===== src/rtl/mips_defs.sv =====
// Shared opcode and width definitions for the MIPS pipeline.
package mips_defs;

    localparam int ADDR_W = 32;
    localparam int INSTR_W = 32;
    localparam int DATA_W = 32;
    localparam int REG_AW = 5;

    localparam logic [5:0] OP_RTYPE = 6'h00;
    localparam logic [5:0] OP_J = 6'h02;
    localparam logic [5:0] OP_BEQ = 6'h04;

    localparam logic [31:0] NOP = 32'h0;

    typedef struct packed {
        logic [5:0] op;
        logic [4:0] rs;
        logic [4:0] rt;
        logic [4:0] rd;
        logic [4:0] shamt;
        logic [5:0] funct;
    } rtype_t;

    function automatic logic [31:0] sign_ext16(input logic [15:0] imm);
        return {{16{imm[15]}}, imm};
    endfunction

endpackage


===== src/rtl/decode_stage_register_file.sv =====
// 32-entry register file, two async read ports and one write port.
// $0 is hardwired to zero; a same-cycle write is bypassed to the readers.
module register_file
    import mips_defs::*;
#(
    parameter int DATA_WIDTH = 32,
    parameter int REG_ADDR_WIDTH = 5
) (
    input  logic                      i_CLK,
    input  logic                      i_RST,
    input  logic [REG_ADDR_WIDTH-1:0] i_RA1,
    input  logic [REG_ADDR_WIDTH-1:0] i_RA2,
    input  logic                      i_WE,
    input  logic [REG_ADDR_WIDTH-1:0] i_WA,
    input  logic [DATA_WIDTH-1:0]     i_WD,
    output logic [DATA_WIDTH-1:0]     o_RD1,
    output logic [DATA_WIDTH-1:0]     o_RD2
);

    localparam int NREGS = 2 ** REG_ADDR_WIDTH;

    logic [DATA_WIDTH-1:0] regs_q [NREGS];
    logic [DATA_WIDTH-1:0] regs_d [NREGS];
    logic                  wr_en;

    assign wr_en = i_WE && (i_WA != '0);

    always_comb begin
        regs_d = regs_q;
        if (wr_en) begin
            regs_d[i_WA] = i_WD;
        end
    end

    always_ff @(posedge i_CLK or negedge i_RST) begin
        if (!i_RST) begin
            for (int i = 0; i < NREGS; i++) begin
                regs_q[i] <= '0;
            end
        end else begin
            regs_q <= regs_d;
        end
    end

    always_comb begin
        o_RD1 = regs_q[i_RA1];
        o_RD2 = regs_q[i_RA2];
        if (wr_en && (i_WA == i_RA1)) begin
            o_RD1 = i_WD;
        end
        if (wr_en && (i_WA == i_RA2)) begin
            o_RD2 = i_WD;
        end
        if (i_RA1 == '0) begin
            o_RD1 = '0;
        end
        if (i_RA2 == '0) begin
            o_RD2 = '0;
        end
    end

endmodule


===== src/rtl/decode_stage.sv =====
// ID stage: IF/ID register, register read, sign extension and
// early beq/j resolution feeding the fetch PC mux.
module decode_stage
    import mips_defs::*;
#(
    parameter int ADDRESS_WIDTH = 32,
    parameter int INSTR_WIDTH = 32,
    parameter int DATA_WIDTH = 32,
    parameter int REG_ADDR_WIDTH = 5
) (
    input  logic                      i_CLK,
    input  logic                      i_RST,
    input  logic [INSTR_WIDTH-1:0]    i_InstrF,
    input  logic [ADDRESS_WIDTH-1:0]  i_PCPlus4F,
    input  logic                      i_StallD,
    input  logic                      i_BranchD,
    input  logic                      i_JumpD,
    input  logic                      i_ForwardAD,
    input  logic                      i_ForwardBD,
    input  logic [DATA_WIDTH-1:0]     i_ALUOutM,
    input  logic                      i_RegWriteW,
    input  logic [REG_ADDR_WIDTH-1:0] i_WriteRegW,
    input  logic [DATA_WIDTH-1:0]     i_ResultW,
    output logic [5:0]                o_OpD,
    output logic [5:0]                o_FunctD,
    output logic [REG_ADDR_WIDTH-1:0] o_RsD,
    output logic [REG_ADDR_WIDTH-1:0] o_RtD,
    output logic [REG_ADDR_WIDTH-1:0] o_RdD,
    output logic [DATA_WIDTH-1:0]     o_SignImmD,
    output logic [DATA_WIDTH-1:0]     o_RD1D,
    output logic [DATA_WIDTH-1:0]     o_RD2D,
    output logic [ADDRESS_WIDTH-1:0]  o_PCPlus4D,
    output logic [ADDRESS_WIDTH-1:0]  o_PCD,
    output logic                      o_PCSrcD
);

    logic [INSTR_WIDTH-1:0]   instr_q;
    logic [INSTR_WIDTH-1:0]   instr_d;
    logic [ADDRESS_WIDTH-1:0] pcplus4_q;
    logic [ADDRESS_WIDTH-1:0] pcplus4_d;

    logic [DATA_WIDTH-1:0]    cmp_a;
    logic [DATA_WIDTH-1:0]    cmp_b;
    logic                     cmp_eq;
    logic [ADDRESS_WIDTH-1:0] br_target;
    logic [ADDRESS_WIDTH-1:0] j_target;

    // Stall outranks the self-flush so a held branch is not lost.
    always_comb begin
        instr_d = instr_q;
        pcplus4_d = pcplus4_q;
        if (!i_StallD) begin
            if (o_PCSrcD) begin
                instr_d = NOP;
                pcplus4_d = '0;
            end else begin
                instr_d = i_InstrF;
                pcplus4_d = i_PCPlus4F;
            end
        end
    end

    always_ff @(posedge i_CLK or negedge i_RST) begin
        if (!i_RST) begin
            instr_q <= NOP;
            pcplus4_q <= '0;
        end else begin
            instr_q <= instr_d;
            pcplus4_q <= pcplus4_d;
        end
    end

    assign o_OpD = instr_q[31:26];
    assign o_RsD = instr_q[25:21];
    assign o_RtD = instr_q[20:16];
    assign o_RdD = instr_q[15:11];
    assign o_FunctD = instr_q[5:0];
    assign o_SignImmD = sign_ext16(instr_q[15:0]);
    assign o_PCPlus4D = pcplus4_q;

    register_file #(
        .DATA_WIDTH     (DATA_WIDTH),
        .REG_ADDR_WIDTH (REG_ADDR_WIDTH)
    ) u_rf (
        .i_CLK (i_CLK),
        .i_RST (i_RST),
        .i_RA1 (o_RsD),
        .i_RA2 (o_RtD),
        .i_WE  (i_RegWriteW),
        .i_WA  (i_WriteRegW),
        .i_WD  (i_ResultW),
        .o_RD1 (o_RD1D),
        .o_RD2 (o_RD2D)
    );

    always_comb begin
        cmp_a = i_ForwardAD ? i_ALUOutM : o_RD1D;
        cmp_b = i_ForwardBD ? i_ALUOutM : o_RD2D;
        cmp_eq = (cmp_a == cmp_b);
    end

    assign o_PCSrcD = (i_BranchD & cmp_eq) | i_JumpD;

    assign br_target = pcplus4_q + {o_SignImmD[ADDRESS_WIDTH-3:0], 2'b00};
    assign j_target = {pcplus4_q[31:28], instr_q[25:0], 2'b00};
    assign o_PCD = i_JumpD ? j_target : br_target;

endmodule

===== config.mk =====
export PLATFORM = sky130hd
export DESIGN_NAME = decode_stage
export DESIGN_NICKNAME = d
export VERILOG_FILES = /design/src/rtl/mips_defs.sv /design/src/rtl/decode_stage_register_file.sv /design/src/rtl/decode_stage.sv
export SDC_FILE = /design/constraint.sdc
export NUM_CORES = 2
export LEC_CHECK = 0
export CAP_MARGIN = 10
export CELL_PAD_IN_SITES_DETAIL_PLACEMENT = 1
export CELL_PAD_IN_SITES_GLOBAL_PLACEMENT = 2
export CORE_MARGIN = 2
export CORE_UTILIZATION = 39
export DETAILED_ROUTE_END_ITERATION = 10
export GPL_ROUTABILITY_DRIVEN = 1
export HOLD_SLACK_MARGIN = 0.02
export PLACE_DENSITY_LB_ADDON = 0.1
export SYNTH_ARGS = -nofsm -noshare
export SYNTH_HDL_FRONTEND = slang
export SYNTH_SLANG_ARGS = --single-unit

===== constraint.sdc =====
create_clock -name i_CLK -period 14.6 [get_ports i_CLK]
set_clock_uncertainty 0.2 [all_clocks]
set_input_delay 2.92 -clock i_CLK [delete_from_list [all_inputs] [get_ports i_CLK]]
set_output_delay 2.92 -clock i_CLK [all_outputs]
set_load 0.01 [all_outputs]

; ---- After elaboration in Yosys (flattened, before gate mapping)
; Cells that the tools add are included.
[totals]
ff_bits = 1088
word_cells = 72
output_inout_bits = 188
in_bits = 141
[op_classes]
n_addsub = 1
bitwise_logic = 5
n_eq_ne = 3
order_cmp = 4
reduce_logical = 7
muxes = 18
[op_table]
columns = operator, n
row1 = bitwise mux 1024 bit, 1
row2 = 2-to-1 mux 32 bit, 14
row3 = binary-select mux 32 bit (select 5 bit), 2
row4 = demux 32 bit (select 5 bit), 1
row5 = adder 32 bit, 1
row6 = == test 32 bit, 1
row7 = ">= comparator 6 bit, second input constant", 3
row8 = NOT 5 -> 6 bit, 3
row9 = == test 5 bit, 2
row10 = logical NOT 5 bit, 2
row11 = "< comparator 6 x 1 -> 1 bit, second input constant", 1
row12 = nonzero test 5 bit, 1
row13 = logical AND 1 bit, 4
row14 = AND 1 bit, 1
row15 = bitwise OR 1 bit, 1

; ---- Depth between registers and ports, before layout
[depth]
word_depth = 11
mapped_depth = 19
ltp_nobuf = 14

; ---- Hierarchy
; From an unflattened synthesis, not the netlist that was laid out.
[unflattened]
cells_unflattened = 4758
hier_area_um2 = 61596.6
[modules_own_cells]
columns = mod, area_per_inst_um2, cells_per_inst, n_inst
row1 = register_file, 55739.7, 4090, 1
row2 = decode_stage, 5856.9, 668, 1

; ---- Worst setup path before layout
; OpenSTA, ideal clock, no wires.
[synth_timing]
path_type = input to output
from = input i_WriteRegW[0]
to = output o_PCSrcD
required_ps = 11480
path_stages = 12
t_arrival_ps = 5920
path_slack_ps = 5560
cell_sequence = clkbuf_1 xnor2_1 nand4_1 or2_2 buf_2 a211oi_1 xnor2_1 nand4_1 a2111oi_1 a41oi_1 o31ai_2 buf_2
[synth_via]
elab_chain_len = 9
elab_cells_between_ends = 15
classes_between = 3 x eq/ne / 6 x mux / 2 x bitwise / 4 x reduce/logical
[synth_lines]
columns = item, line
row1 = start: declaration, decode_stage.sv:22  ; input logic [REG_ADDR_WIDTH-1:0] i_WriteRegW,
row2 = nonzero test 5 bit, decode_stage_register_file.sv:26  ; assign wr_en = i_WE && (i_WA != '0);
row3 = logical AND 1 bit, decode_stage_register_file.sv:26
row4 = logical AND 1 bit (*), decode_stage_register_file.sv:48  ; if (wr_en && (i_WA == i_RA1)) begin
row5 = 2-to-1 mux 32 bit (*), decode_stage_register_file.sv:48
row6 = 2-to-1 mux 32 bit (*), decode_stage_register_file.sv:54  ; if (i_RA1 == '0) begin
row7 = via o_RD1D[6], decode_stage.sv:30  ; output logic [DATA_WIDTH-1:0] o_RD1D,
row8 = 2-to-1 mux 32 bit (*), decode_stage.sv:97  ; cmp_a = i_ForwardAD ? i_ALUOutM : o_RD1D;
row9 = == test 32 bit (*), decode_stage.sv:99  ; cmp_eq = (cmp_a == cmp_b);
row10 = AND 1 bit (*), decode_stage.sv:102  ; assign o_PCSrcD = (i_BranchD & cmp_eq) | i_JumpD;
row11 = bitwise OR 1 bit (*), decode_stage.sv:102
row12 = end: declaration, decode_stage.sv:34  ; output logic o_PCSrcD
; The timed path passes the listed nets; every way through them passes the cells marked *.

; ---- Worst setup path after layout
[layout_timing]
from = input i_WriteRegW[3]
to = output o_PCSrcD
[layout_via]
elab_chain_len = 9
elab_cells_between_ends = 15
classes_between = 3 x eq/ne / 6 x mux / 2 x bitwise / 4 x reduce/logical
[layout_lines]
columns = item, line
row1 = nonzero test 5 bit, decode_stage_register_file.sv:26
row2 = logical AND 1 bit, decode_stage_register_file.sv:26
row3 = logical AND 1 bit (on tied branches), "decode_stage_register_file.sv:48, decode_stage_register_file.sv:51"
row4 = 2-to-1 mux 32 bit (on tied branches), "decode_stage_register_file.sv:48, decode_stage_register_file.sv:51"
row5 = 2-to-1 mux 32 bit (on tied branches), "decode_stage_register_file.sv:54, decode_stage_register_file.sv:57"
row6 = 2-to-1 mux 32 bit (on tied branches), "decode_stage.sv:97, decode_stage.sv:98"
row7 = == test 32 bit (*), decode_stage.sv:99
row8 = AND 1 bit (*), decode_stage.sv:102
row9 = bitwise OR 1 bit (*), decode_stage.sv:102
; Mark *: on every way between the ends. The rest lies on a longest branch, timed or not.

==> reports/metrics.yaml <==
r2r_cells: 14
cts_buffer_depth: 3
synthToLayoutAreaGrowth_pct: 15.33
ys_seq_area_frac: 0.4390
fin_crit_ns: 11.72
crit_arrival_ns: 8.60
ctsResizeCount: 0
ys_ff_latch: 1088
place_ws_ns: 3.063
grt_pass1_wl_um: 387900
grt_usage: 0.3396
avgSynthCellArea_um2: 12.59
postCtsSetupRepairBufs: 0
hp-start: "u_rf.regs_q[1016]"
rsz0062_at_grt: "false"
worst_slew_pin_slew_ns: 1.280
totalPowerFinal_w: 0.009957
overflow: 0
ioPinCount: 329
cts_sinks: 1088
syn_area_um2: 62010
vdd_ir_drop_max_mv: 0.1185
fin_ws_ns: 2.883
die-area_um2: 162200
r2r_setup_slack_ns: 7.32
outcome: "completed"
cts-root-buf: "clkbuf_16"
post-route-util: 0.4521
dr_wl_met3_um: 22090
max-cap-violations: 0
powerDensity_nw_per_um2: 139.2
p_leak_nw: 30.00
rr_endpoint: "o_PCPlus4D[7]"
clkLatencyLatePin_ns: 0.79
synth_fp_nets: 5098
synth-edff-count: 0
wl_met2_um: 122100
holdPathEnd: "u_rf.regs_q[1016]"
final_common_cell: "dfrtp_1"
start_util: 0.3920
cp_cell_sequence: "clkdlybuf4s50_1 > or3_1 > o311ai_4 > buf_4 > or2_2 > nand3_1 > o221ai_1 > xnor2_1 > a2111o_1 > nor4_1 > nand4_1 > o31ai_4 > buf_4 > clkdlybuf4s50_1"
grt_start_max_net_pins: 163
relSlewSlack: 0.1458
antenna_found_initial: 19
max_stage_delay_ns: 0.69
drive_above_1_share: 0.3480
coreArea_um2: 158200
ant_nets: 0
holdBufCountCts: 0
setup_viol: 0
endpoint_kind: "output port"
portBuffers: 328
first_iter_violations: 4871
first_global_vias: 47165
async_flop_share: 1.000
fin_crit_sh: 0.8025
multi_input_area_um2: 32190
layout_common_cells: "dfrtp_1, mux2_2, mux4_2"
hold_path.class: "flop to flop"
wirelength_um: 276900
startpoint_type: "primary input"
die_y_um: 402.8
synth_cells: 4927
numCtsBuffers: 135
setup.worst_path.class: "primary input to output port"
drc: 0
cp_max_fo: 29
fillers: 16183
yosysTopAreaCell: "dfrtp_1"
fin_nets: 5187
avgRoutedWirePerCell_um: 38.48
gp_congestion: 0.9519
num_vias: 46666
htreeDepth: 4
fp.dieW_um: 402.8
min_path_cells: 0
dr.pass1.iters: 8
whs_ns: 0.1951
tritoncts: "done"
synth_area_leaders: "dfrtp_1, mux2_2, mux4_2"
dp_hpwl_um: 177500
route.top_layer_used: "met5"
via_per_inst: 6.485
crit_slowest_cell: "clkdlybuf4s50_1"
fin_setup_tns_ns: 0
r2r-start: "instr_q[16]"
synth_top_area_share: 0.4390
synth_cell_types: 83
synth-main-ff-cell: "dfrtp_1"
maxSlewViolCount: 0
regArea_um2: 27260
clk_pin_slew_ns: 0.05
fp-row-count: 146
wl_met1_um: 120900
hold_viol: 0
critPathRequiredTime_ns: 11.48
fmax_ghz: 0.08535
yosys_warnings: 0
final cells by class:
type | count | share of cell area
multi-input combinational | 3205 | 0.4500
sequential | 1088 | 0.3811
timing repair buffer | 483 | 0.06417
clock buffer | 200 | 0.05663
tap | 2072 | 0.03625
clock inverter | 39 | 0.006176
inverter | 103 | 0.005406
antenna | 6 | 0.0002099
per-stage QoR:
stage | std cells | cell area [um^2]
floorplan | 4927 | 62010
global placement | 6948 | 66990
detailed placement | 6951 | 67010
CTS | 7190 | 71500
global route | 7192 | 71510
finish | 7196 | 71520
synthesized netlist by cell type, types with 18 or more instances:
cell type / n
a22oi_1: 103
a211oi_1: 32
dfrtp_1: 1088
a221oi_1: 41
nand2_1: 377
o31ai_1: 24
a22o_1: 21
nor2_1: 136
buf_2: 84
mux4_2: 406
o21ai_0: 214
nand4_1: 19
nand3_1: 57
nor3_1: 39
mux2i_1: 288
xor2_1: 25
o211ai_1: 19
nand2b_1: 18
mux2_2: 873
o221ai_1: 18
a21oi_1: 72
ha_1: 29
nor2b_1: 21
buf_4: 59
inv_1: 97
xnor2_1: 43
clkbuf_1: 327
o22ai_1: 29
o31ai_2: 51
buf_1: 38
cells by family after synthesis:
logic type / share of synthesized area
DFF: 0.4390
muxes: 0.3525
xor gates and xnor gates: 0.009604
and+or+nand+nor: 0.05726
AOI/OAI and AO/OA: 0.08867
buffers and inverters: 0.04679
adders and majority gates: 0.006174
critical path, delay by kind of cell:
family / cells / cell delay [ns]
simple gates: 5 / 2.25
xor+xnor: 1 / 0.11
compound gates: 4 / 1.29
buf+inv: 4 / 1.95
state kept, by name (all words and copies together), names as in the netlist:
signal       flops
o_PCPlus4D      32
instr_q         32
u_rf.regs_q   1024
per-layer routing:
layer | vias up | global-route usage
li1 | 18672 | -
met1 | 25552 | 0.4825
met2 | 1987 | 0.5090
met3 | 445 | 0.07284
met4 | 10 | 0.1292
met5 | - | 0
where the power goes:
group,switching [W],internal (W),leakage (nW)
clock network,0.00142,0.00204,2.23
registers,0.000451,0.00356,14.0
logic,0.00128,0.00121,13.8
total,0.00314,0.00681,30.0
worst max-delay path by stage:
stage / start / end / slack [ns] / cells past startpoint
floorplan: i_WriteRegW[0] / o_PCSrcD / 5.56 / 12
global placement: i_WriteRegW[4] / o_PCSrcD / 3.12 / 14
detailed placement: i_WriteRegW[3] / o_PCSrcD / 3.06 / 15
CTS: i_WriteRegW[3] / o_PCSrcD / 3.04 / 15
global route: i_WriteRegW[3] / o_PCSrcD / 2.62 / 15
finish: i_WriteRegW[3] / o_PCSrcD / 2.88 / 14
Power figures use the tool's default switching activity.
